===== config.mk =====
export PLATFORM = sky130hd
export DESIGN_NAME = memory_access
export DESIGN_NICKNAME = d
export VERILOG_FILES = /design/src/rtl/cpu_pkg.sv /design/src/rtl/memory_access.sv
export SDC_FILE = /design/constraint.sdc
export NUM_CORES = 1
export LEC_CHECK = 0
export BUFFER_PORTS_ARGS = -buffer_cell sky130_fd_sc_hd__buf_2
export CAP_MARGIN = 20
export CORE_MARGIN = 2
export CORE_UTILIZATION = 54
export DETAILED_ROUTE_END_ITERATION = 6
export GPL_ROUTABILITY_DRIVEN = 1
export GPL_TIMING_DRIVEN = 1
export PLACE_DENSITY = 0.95
export SYNTH_ARGS = -nofsm -noshare
export SYNTH_HDL_FRONTEND = slang
export SYNTH_SLANG_ARGS = --single-unit
export TNS_END_PERCENT = 1

===== constraint.sdc =====
create_clock -name clk -period 3.7 [get_ports clk]
set_clock_uncertainty 0.05 [all_clocks]
set_input_delay 0.185 -clock clk [delete_from_list [all_inputs] [get_ports clk]]
set_output_delay 0.185 -clock clk [all_outputs]
set_load 0.02 [all_outputs]

===== src/rtl/cpu_pkg.sv =====
// Shared CPU definitions: opcode constants and memory-stage FSM state encoding.
package cpu_pkg;

  localparam logic [2:0] OP_LOAD_DEF  = 3'b101;
  localparam logic [2:0] OP_STORE_DEF = 3'b100;

  localparam logic [0:0] ST_IDLE = 1'b0;
  localparam logic [0:0] ST_WAIT = 1'b1;

endpackage


===== src/rtl/memory_access.sv =====
// Memory pipeline stage: issues load/store requests to data memory, stalls
// upstream until the access completes and forwards results to writeback.
module memory_access
  import cpu_pkg::*;
#(
  parameter logic [15:0] RESET_INSTR = 16'h0000,
  parameter logic [2:0]  OP_LOAD     = OP_LOAD_DEF,
  parameter logic [2:0]  OP_STORE    = OP_STORE_DEF
) (
  input  logic        clk,
  input  logic        rst,
  input  logic        bubble_in,
  input  logic        halt_in_wb,
  input  logic [15:0] instr_in,
  input  logic [15:0] result_in,
  input  logic [15:0] store_data_in,
  output logic        stall_out,
  output logic        dmem_req,
  output logic        dmem_we,
  output logic [15:0] dmem_addr,
  output logic [15:0] dmem_wdata,
  input  logic        dmem_ack,
  input  logic [15:0] dmem_rdata,
  output logic [15:0] wb_result_out,
  output logic [15:0] instr_out,
  output logic        bubble_out,
  output logic        load_pending
);

  logic [0:0]  state_reg;
  logic        we_reg;
  logic        load_reg;
  logic        halt_seen_reg;
  logic [15:0] addr_reg;
  logic [15:0] wdata_reg;
  logic        bubble_reg;
  logic [15:0] instr_reg;
  logic [15:0] wb_result_reg;

  logic [2:0] opcode;
  logic       is_load;
  logic       is_store;
  logic       valid_op;

  assign opcode   = instr_in[15:13];
  assign is_load  = (opcode == OP_LOAD);
  assign is_store = (opcode == OP_STORE);
  assign valid_op = !bubble_in && !halt_in_wb && (is_load || is_store);

  // In WAIT the request is replayed from captured copies so it stays stable
  // even if the upstream operands glitch.
  always_comb begin
    dmem_req   = 1'b0;
    dmem_we    = 1'b0;
    dmem_addr  = result_in;
    dmem_wdata = store_data_in;
    stall_out  = 1'b0;
    if (!rst) begin
      if (state_reg == ST_WAIT) begin
        dmem_req   = 1'b1;
        dmem_we    = we_reg;
        dmem_addr  = addr_reg;
        dmem_wdata = wdata_reg;
        stall_out  = !dmem_ack;
      end else if (valid_op) begin
        dmem_req   = 1'b1;
        dmem_we    = is_store;
        stall_out  = !dmem_ack;
      end
    end
  end

  always_ff @(posedge clk) begin
    if (rst) begin
      state_reg     <= ST_IDLE;
      halt_seen_reg <= 1'b0;
      bubble_reg    <= 1'b1;
      instr_reg     <= RESET_INSTR;
      wb_result_reg <= 16'h0000;
    end else if (stall_out) begin
      bubble_reg <= 1'b1;
      if (state_reg == ST_IDLE) begin
        state_reg     <= ST_WAIT;
        we_reg        <= is_store;
        load_reg      <= is_load;
        addr_reg      <= result_in;
        wdata_reg     <= store_data_in;
        halt_seen_reg <= 1'b0;
      end else begin
        halt_seen_reg <= halt_seen_reg || halt_in_wb;
      end
    end else if (state_reg == ST_WAIT) begin
      // Ack of an outstanding access; a halt seen at any point discards it.
      state_reg     <= ST_IDLE;
      halt_seen_reg <= 1'b0;
      if (halt_seen_reg || halt_in_wb) begin
        bubble_reg <= 1'b1;
      end else begin
        bubble_reg    <= 1'b0;
        instr_reg     <= instr_in;
        wb_result_reg <= load_reg ? dmem_rdata : addr_reg;
      end
    end else if (bubble_in || halt_in_wb) begin
      bubble_reg <= 1'b1;
    end else begin
      bubble_reg    <= 1'b0;
      instr_reg     <= instr_in;
      wb_result_reg <= is_load ? dmem_rdata : result_in;
    end
  end

  assign bubble_out    = bubble_reg;
  assign instr_out     = instr_reg;
  assign wb_result_out = wb_result_reg;
  assign load_pending  = !bubble_reg && (instr_reg[15:13] == OP_LOAD);

endmodule


## Word level (Yosys, flattened, before mapping)

Index checks and enable logic that the tools add are counted.

| word-level totals | value |
|---|---|
| bits in registers | 69 |

| operators by class | value |
|---|---|
| bitwise gates (word level) | 3 |
| reductions and logical operators | 15 |
| muxes and demuxes | 28 |
| equality and inequality tests | 5 |

Operators with widths:

| kind | number |
|---|---|
| two-way mux 16 bit | 12 |
| two-way mux 1 bit | 16 |
| equality test 3 bit (second input constant) | 3 |
| AND reduction 3 bit | 2 |
| logical NOT 1 bit | 4 |
| inequality test 2 bit (second input constant) | 2 |
| logical AND 1 bit | 3 |
| logical OR 1 bit | 3 |
| inverter 1 bit | 3 |
| AND reduction 2 bit | 1 |
| nonzero test 2 bit | 1 |
| OR reduction 2 bit | 1 |

## Longest topological paths before layout

Gate-level depths: netlist of the first run.

| depth | value |
|---|---|
| word-level depth | 8 |
| depth in mapped cells | 7 |
| mapped depth without buffers | 5 |

## Least setup slack after synthesis of the first run

Ideal clock, no wire load.

| path | value |
|---|---|
| path kind | reg-to-output |
| from | register state_reg |
| to | output dmem_we |
| cell stages (with the launch flop) | 7 |
| arrival | 1,410 ps |
| data required time | 3,465 ps |
| slack | 2,055 ps |
| cells stage by stage | dfxtp_1 -> buf_6 -> buf_6 -> buf_6 -> buf_2 -> nor2_1 -> nor3_1 |

| between the ends | value |
|---|---|
| word-level cells in the longest chain between the ends | 2 |

Ends and longest elaborated chain:

| element | line | source |
|---|---|---|
| start, declared | memory_access.sv:30 | `logic [0:0] state_reg;` |
| start signal, assigned | memory_access.sv:75 | `state_reg <= ST_IDLE;` |
| start signal, assigned | memory_access.sv:83 | `state_reg <= ST_WAIT;` |
| start signal, assigned | memory_access.sv:94 | `state_reg <= ST_IDLE;` |
| two-way mux 1 bit | memory_access.sv:59 | `if (state_reg == ST_WAIT) begin` |
| two-way mux 1 bit | memory_access.sv:58 | `if (!rst) begin` |
| end, declared | memory_access.sv:19 | `output logic dmem_we,` |

Every way passes these cells.

## Worst setup path in the final report of the first run

| path | value |
|---|---|
| from | register state_reg |
| to | output stall_out |

| between the ends | value |
|---|---|
| word-level cells in the longest chain between the ends | 2 |

Ends and longest elaborated chain:

| element | line | source |
|---|---|---|
| two-way mux 1 bit | memory_access.sv:59 |  |
| two-way mux 1 bit | memory_access.sv:58 |  |
| end, declared | memory_access.sv:17 | `output logic stall_out,` |

Every way passes these cells.

==> run summary, run 1 <==
status: complete, no violations
commonest non-fill, non-tap cell in the layout: buf_2
layout cells sized above 1: 0.554
layout overhead on the synthesized area: 20.2%
H-tree levels: 3
Clock power frac: 0.335
total power: 1.78 mW
RR Startpoint: state_reg$_SDFF_PP0_
Die W: 89.7 microns
Core ar.: 7180 sq um
RD Place Congestion: 0.788
cell chain of the critical path: o21ai_4 -> inv_4 -> buf_2
Root Driver: clkbuf_8
CP max-delay cell: dfxtp_4
Syn Std Cell Area: 3960 sq um
Crit Path Category: reg -> out
DRC Markers: 0
clock tree sinks: 69
final setup TNS: 0 ns
antenna violations before repair: 0
CP Launch Type: register
Net Count, Synth: 405
first-pass GRT wire length: 13.6 mm
Critical Path Fanout Max: 89
# nets final: 524
WL final: 8.92 mm
most frequent cells in the layout: buf_2 (137), mux2_2 (54), edfxtp_1 (34), dfxtp_1 (34), a21oi_1 (23)
buffers inserted by post-CTS timing repair: 0
GR Util All Layers: 0.220
pin count of the biggest net entering global routing: 90
Required @ worst endpoint: 3.46 ns
Avg Inst Size Synth: 11.8 sq um
Worst Setup End Kind: output pin
post-CTS sizing: 0
multi-input logic area: 1940 sq um
Least-Margin Pin Slew: 0.961 ns
average wire per standard cell: 15.9 microns
Ys Warns: 0
RSZ-0062 raised after global routing: false
die area: 8040 sq um
Gate power share: 0.191
Async SR Flop Fraction: 0
switch share: 0.281
starting density of the core: 0.552
Via-to-Cell Ratio: 5.55
total of max-cap violations: 0
vias in the first global route: 2863
CP startpoint: state_reg$_SDFF_PP0_
Setup WS post-layout: 1.03 ns
FMAX: 375 MHz
peak supply drop: 0.000185 V
crit share post-route: 0.721
Worst-Skew Late Latency: 0.33 ns
gr ovfl total: 0
number of I/O port buffers: 137
clk buf depth: 2
hold path start: dmem_ack
HP Class: in -> reg
1st-iter DRT viols: 121
CTS clk-pin slew, worst paths: 0.07 ns
final hold violation count: 0
CTS Hold Bufs: 0
pre-CTS setup slack: 1.12 ns
Psw: 501 uW
Ant. Diodes: 0
FILL cells: 558
CTS tree: built
Critical Path AT: 2.43 ns
P_int: 1.28 mW
Max Slew Vio Count: 0
Netlist cell types: 38
Vias: 3103
leakage power: 1.97 nW
#FFs+latches synth: 69
num rows: 31
Sequential Power Share: 0.474
top_reg_cell synth: dfxtp_1
Register Area: 1730 sq um
Pwr Density: 374 nW/um^2
CTS Buf Count: 9
Seq/Total Area, Yosys: 0.435
dpl hpwl: 6.34 mm
Post-synth EDFFs: 34
die height: 89.7 microns
post-layout minimum cycle time: 2.67 ns
CP max stage delay: 0.95 ns
Max-slew headroom: 0.359
Mapped Cells: 336
post-route ant nets: 0
1st-pass router iterations: 4
IO Count: 138
Setup-failing EPs final: 0
-- worst paths after layout --
path	endpoint	slack, ns	cells past startpoint
worst max register to register	wb_result_out[15]$_SDFFE_PP0P_	1.10	5
worst min register to register	instr_out[1]$_SDFFE_PP0P_	0.40	2
worst min-delay path	halt_seen_reg$_SDFFE_PP0P_	0.06	2
worst max-delay path	stall_out	1.03	3
-- kinds of logic (layout without fill, tap and decap cells) --
kind of cell	count (synthesis)	after routing	share of synthesized area
AOI/OAI and AO/OA	100	100	0.195
buffers and inverters	52	176	0.0768
DFF	69	69	0.435
muxes	82	82	0.237
and+or+nand+nor	33	33	0.0569
-- Yosys cell counts (2+ instances only) --
| cell | count | area (sq um) |
|---|---|---|
| a21oi_1 | 23 | 115 |
| a21oi_2 | 10 | 87.6 |
| buf_2 | 14 | 70.1 |
| buf_4 | 3 | 22.5 |
| buf_6 | 10 | 113 |
| clkbuf_1 | 4 | 15.0 |
| dfxtp_1 | 35 | 701 |
| edfxtp_1 | 34 | 1020 |
| inv_1 | 18 | 67.6 |
| inv_4 | 2 | 12.5 |
| mux2_2 | 54 | 608 |
| mux2_4 | 10 | 150 |
| mux2i_1 | 18 | 180 |
| nand2b_1 | 2 | 12.5 |
| nor2_1 | 7 | 26.3 |
| o211ai_1 | 15 | 113 |
| o21ai_1 | 11 | 55.1 |
| o21ai_2 | 5 | 43.8 |
| o311ai_0 | 10 | 87.6 |
| o311ai_1 | 5 | 43.8 |
| o31ai_1 | 6 | 45.0 |
| o31ai_2 | 10 | 125 |
| or3_1 | 15 | 93.8 |
-- metal layers --
| layer | vias up | track usage | wire, microns |
|---|---|---|---|
| li1 | 1517 | - | - |
| met1 | 1463 | 0.292 | 3940 |
| met2 | 115 | 0.359 | 4310 |
| met3 | 8 | 0.0530 | 575 |
| met4 | 0 | 0.0624 | 92 |
| met5 | - | 0 | 0 |
-- cell type report --
cell class | instances | share of cell area
multi-input cells | 215 | 0.406
flip-flops and latches | 69 | 0.362
repair buffers | 140 | 0.149
clock buffers | 9 | 0.0260
well taps | 99 | 0.0260
inverters | 20 | 0.0168
clock inverters | 7 | 0.0139
-- per-stage QoR --
| step | util | hold slack [ns] | area (sq um) | instances |
|---|---|---|---|---|
| after floorplan | - | 0.243 | 3960 | 336 |
| after global placement | 0.637 | 0.382 | 4570 | 543 |
| after detailed placement | 0.637 | 0.390 | 4570 | 543 |
| after CTS | 0.664 | 0.0548 | 4760 | 559 |
| after global routing | 0.664 | 0.0573 | 4760 | 559 |
| final | 0.664 | 0.0599 | 4760 | 559 |
-- power groups by stage --
stage | Sequential (mW) | Combinational [mW] | Clock (mW)
final | 0.844 | 0.340 | 0.597
after global routing | 0.848 | 0.370 | 0.647
after CTS | 0.844 | 0.342 | 0.607
after detailed placement | 0.862 | 0.341 | 0
after global placement | 0.861 | 0.331 | 0
after floorplan | 0.885 | 0.200 | 0
-- worst max-delay path, delay by kind of cell, from the launching register on --
kind	cells	cell delay [ns]
DFF	1	0.95
buffers and inverters	2	0.90
AOI/OAI and AO/OA	1	0.17
No activity file was read; power rests on OpenSTA's default activity.
==> run 2, diff against run 1 <==
CORE_UTILIZATION = 51   (was 54)
PLACE_DENSITY = 0.92   (was 0.95)
clock period = 2.8 ns   (was 3.7 ns; I/O delays follow)
==> run 2 against run 1 <==
Net effect:
- critical path depth unchanged
- cell area rose by 1.2%
- global-route usage is 0.092 points lower
- via count increased by 0.77%
- clock-buffer cell count stayed put
- die area is 5.6% higher
- hold slack lost 0.040 ns
- clock power is 48% higher
- core utilization down 3.0 points
==> run summary, run 2 (same netlist as run 1, synthesis figures left out) <==
Crit Path Category: reg -> out (unchanged)
Critical Path Fanout Max: 65 (was 89)
Setup WS post-layout: 0.411 ns (was 1.03 ns)
1st-pass router iterations: 4 (unchanged)
final setup TNS: 0 ns (unchanged)
CP max stage delay: 0.76 ns (was 0.95 ns)
Worst-Skew Late Latency: 0.34 ns (was 0.33 ns)
post-route ant nets: 0 (unchanged)
die height: 92.1 microns (was 89.7 microns)
CP delay by family, top: buffers and inverters (was flip-flops)
buffers inserted by post-CTS timing repair: 0 (unchanged)
Required @ worst endpoint: 2.61 ns (was 3.46 ns)
Worst Hold Depth: 2 (unchanged)
# nets final: 527 (was 524)
crit share post-route: 0.853
layout overhead on the synthesized area: 21.7% (was 20.2%)
layer with the highest usage: met2 (unchanged)
1st-iter DRT viols: 149 (was 121)
Least-Margin Pin Slew: 0.910 ns (was 0.961 ns)
post-layout minimum cycle time: 2.39 ns
DRC Markers: 0 (unchanged)
gr ovfl total: 0 (unchanged)
pin count of the biggest net entering global routing: 66 (was 90)
Via-to-Cell Ratio: 5.53 (was 5.55)
Worst Setup End Kind: output pin (unchanged)
starting density of the core: 0.521 (was 0.552)
RD Place Congestion: 0.839 (was 0.788)
Pwr Density: 509 nW/um^2 (was 374 nW/um^2)
most frequent cells in the layout: buf_2 (137), mux2_2 (54), edfxtp_1 (34), dfxtp_1 (34), a21oi_1 (23) (unchanged)
WL final: 9.21 mm (was 8.92 mm)
CTS Hold Bufs: 0 (unchanged)
CP max-delay cell: dfxtp_4 (unchanged)
pre-CTS setup slack: 0.700 ns (was 1.12 ns)
Max-slew headroom: 0.392 (was 0.359)
CTS clk-pin slew, worst paths: 0.08 ns (was 0.07 ns)
GR Util All Layers: 0.219 (was 0.220)
Die W: 92.1 microns (was 89.7 microns)
commonest non-fill, non-tap cell in the layout: buf_2 (unchanged)
Register-to-Register Path Depth: 4 (was 5)
leakage power: 1.99 nW (was 1.97 nW)
M3 GR Usage: 0.0435 (was 0.0530)
total of max-cap violations: 0 (unchanged)
FMAX: 419 MHz
RSZ-0062 raised after global routing: false (unchanged)
routing usage on met1: 0.301 (was 0.292)
RR Endpoint: wb_result_out[15]$_SDFFE_PP0P_ (unchanged)
cell chain of the critical path: o21ai_4 -> inv_4 -> buf_2 (unchanged)
CP Launch Type: register (unchanged)
num rows: 32 (was 31)
clock tree sinks: 69 (unchanged)
clk buf depth: 2 (unchanged)
hold path start: dmem_ack (unchanged)
Ant. Diodes: 0 (unchanged)
status: complete, no violations (unchanged)
final hold violation count: 0 (unchanged)
met2 Usage GRT: 0.346 (was 0.359)
CP Buf/Inv Count: 2 (unchanged)
CTS tree: built (unchanged)
HP Class: in -> reg (unchanged)
worst hold margin: 0.0194 ns (was 0.0599 ns)
FILL cells: 638 (was 558)
Root Driver: clkbuf_8 (unchanged)
CTS Buf Count: 9 (unchanged)
Vias: 3127 (was 3103)
RR Startpoint: state_reg$_SDFF_PP0_ (unchanged)
dpl hpwl: 6.51 mm (was 6.34 mm)
post-CTS sizing: 0 (unchanged)
Setup-failing EPs final: 0 (unchanged)
antenna violations before repair: 0 (unchanged)
vias in the first global route: 3007 (was 2863)
H-tree levels: 3 (unchanged)
number of I/O port buffers: 137 (unchanged)
IO Count: 138 (unchanged)
Critical Path AT: 2.20 ns (was 2.43 ns)
reg2reg setup slack: 0.71 ns (was 1.10 ns)
average wire per standard cell: 16.3 microns (was 15.9 microns)
die area: 8490 sq um (was 8040 sq um)
Max Slew Vio Count: 0 (unchanged)
first-pass GRT wire length: 15.0 mm (was 13.6 mm)
post-layout util: 0.634 (was 0.664)
layout cells sized above 1: 0.559 (was 0.554)
peak supply drop: 0.000330 V (was 0.000185 V)
Core ar.: 7610 sq um (was 7180 sq um)
Min-Delay Endpoint: halt_seen_reg$_SDFFE_PP0P_ (unchanged)
-- run 2: cell types whose count changed in the layout (fill, tap and decap cells not counted), sizes merged --
cell      change
buf           +3
bufinv        +1
clkinv        -3
clkinvlp      +2
-- run 2: area by class of cell --
class                   instances  area [sq um]  area share
inverters                      20          80.1      0.0166
clock inverters                 7          90.1      0.0187
flip-flops and latches         69          1730       0.358
clock buffers                   9           124      0.0257
repair buffers                143           731       0.152
well taps                     102           128      0.0265
multi-input cells             215          1940       0.403
-- run 2: worst max-delay path by stage --
stage,startpoint,endpoint,slack (ns),cells past startpoint
3_5_place_dp,state_reg$_SDFF_PP0_,wb_result_out[15]$_SDFFE_PP0P_,0.70,4
5_1_grt,state_reg$_SDFF_PP0_,stall_out,0.27,3
4_1_cts,state_reg$_SDFF_PP0_,stall_out,0.41,3
2_1_floorplan,state_reg$_SDFF_PP0_,dmem_we,1.20,6
3_3_place_gp,state_reg$_SDFF_PP0_,wb_result_out[15]$_SDFFE_PP0P_,0.75,4
6_report,state_reg$_SDFF_PP0_,stall_out,0.41,3
-- run 2: through the flow --
step / power [mW] / std cells / cell area (sq um)
after floorplan: 1.43 / 336 / 3960
after global placement: 1.58 / 549 / 4610
after detailed placement: 1.59 / 549 / 4610
after CTS: 2.47 / 565 / 4820
after global routing: 2.56 / 565 / 4820
final: 2.45 / 565 / 4820
-- run 2: routing by layer --
layer,vias up,part of all wire
met5,-,0
met4,0,0.014
met3,13,0.062
met2,117,0.46
met1,1472,0.46
li1,1525,-
-- run 2: where the power goes --
part | internal, mW | switching [mW] | leakage, nW | total, mW
logic | 0.194 | 0.261 | 1.29 | 0.455
clock network | 0.496 | 0.387 | 0.105 | 0.883
registers | 1.09 | 0.0215 | 0.596 | 1.11
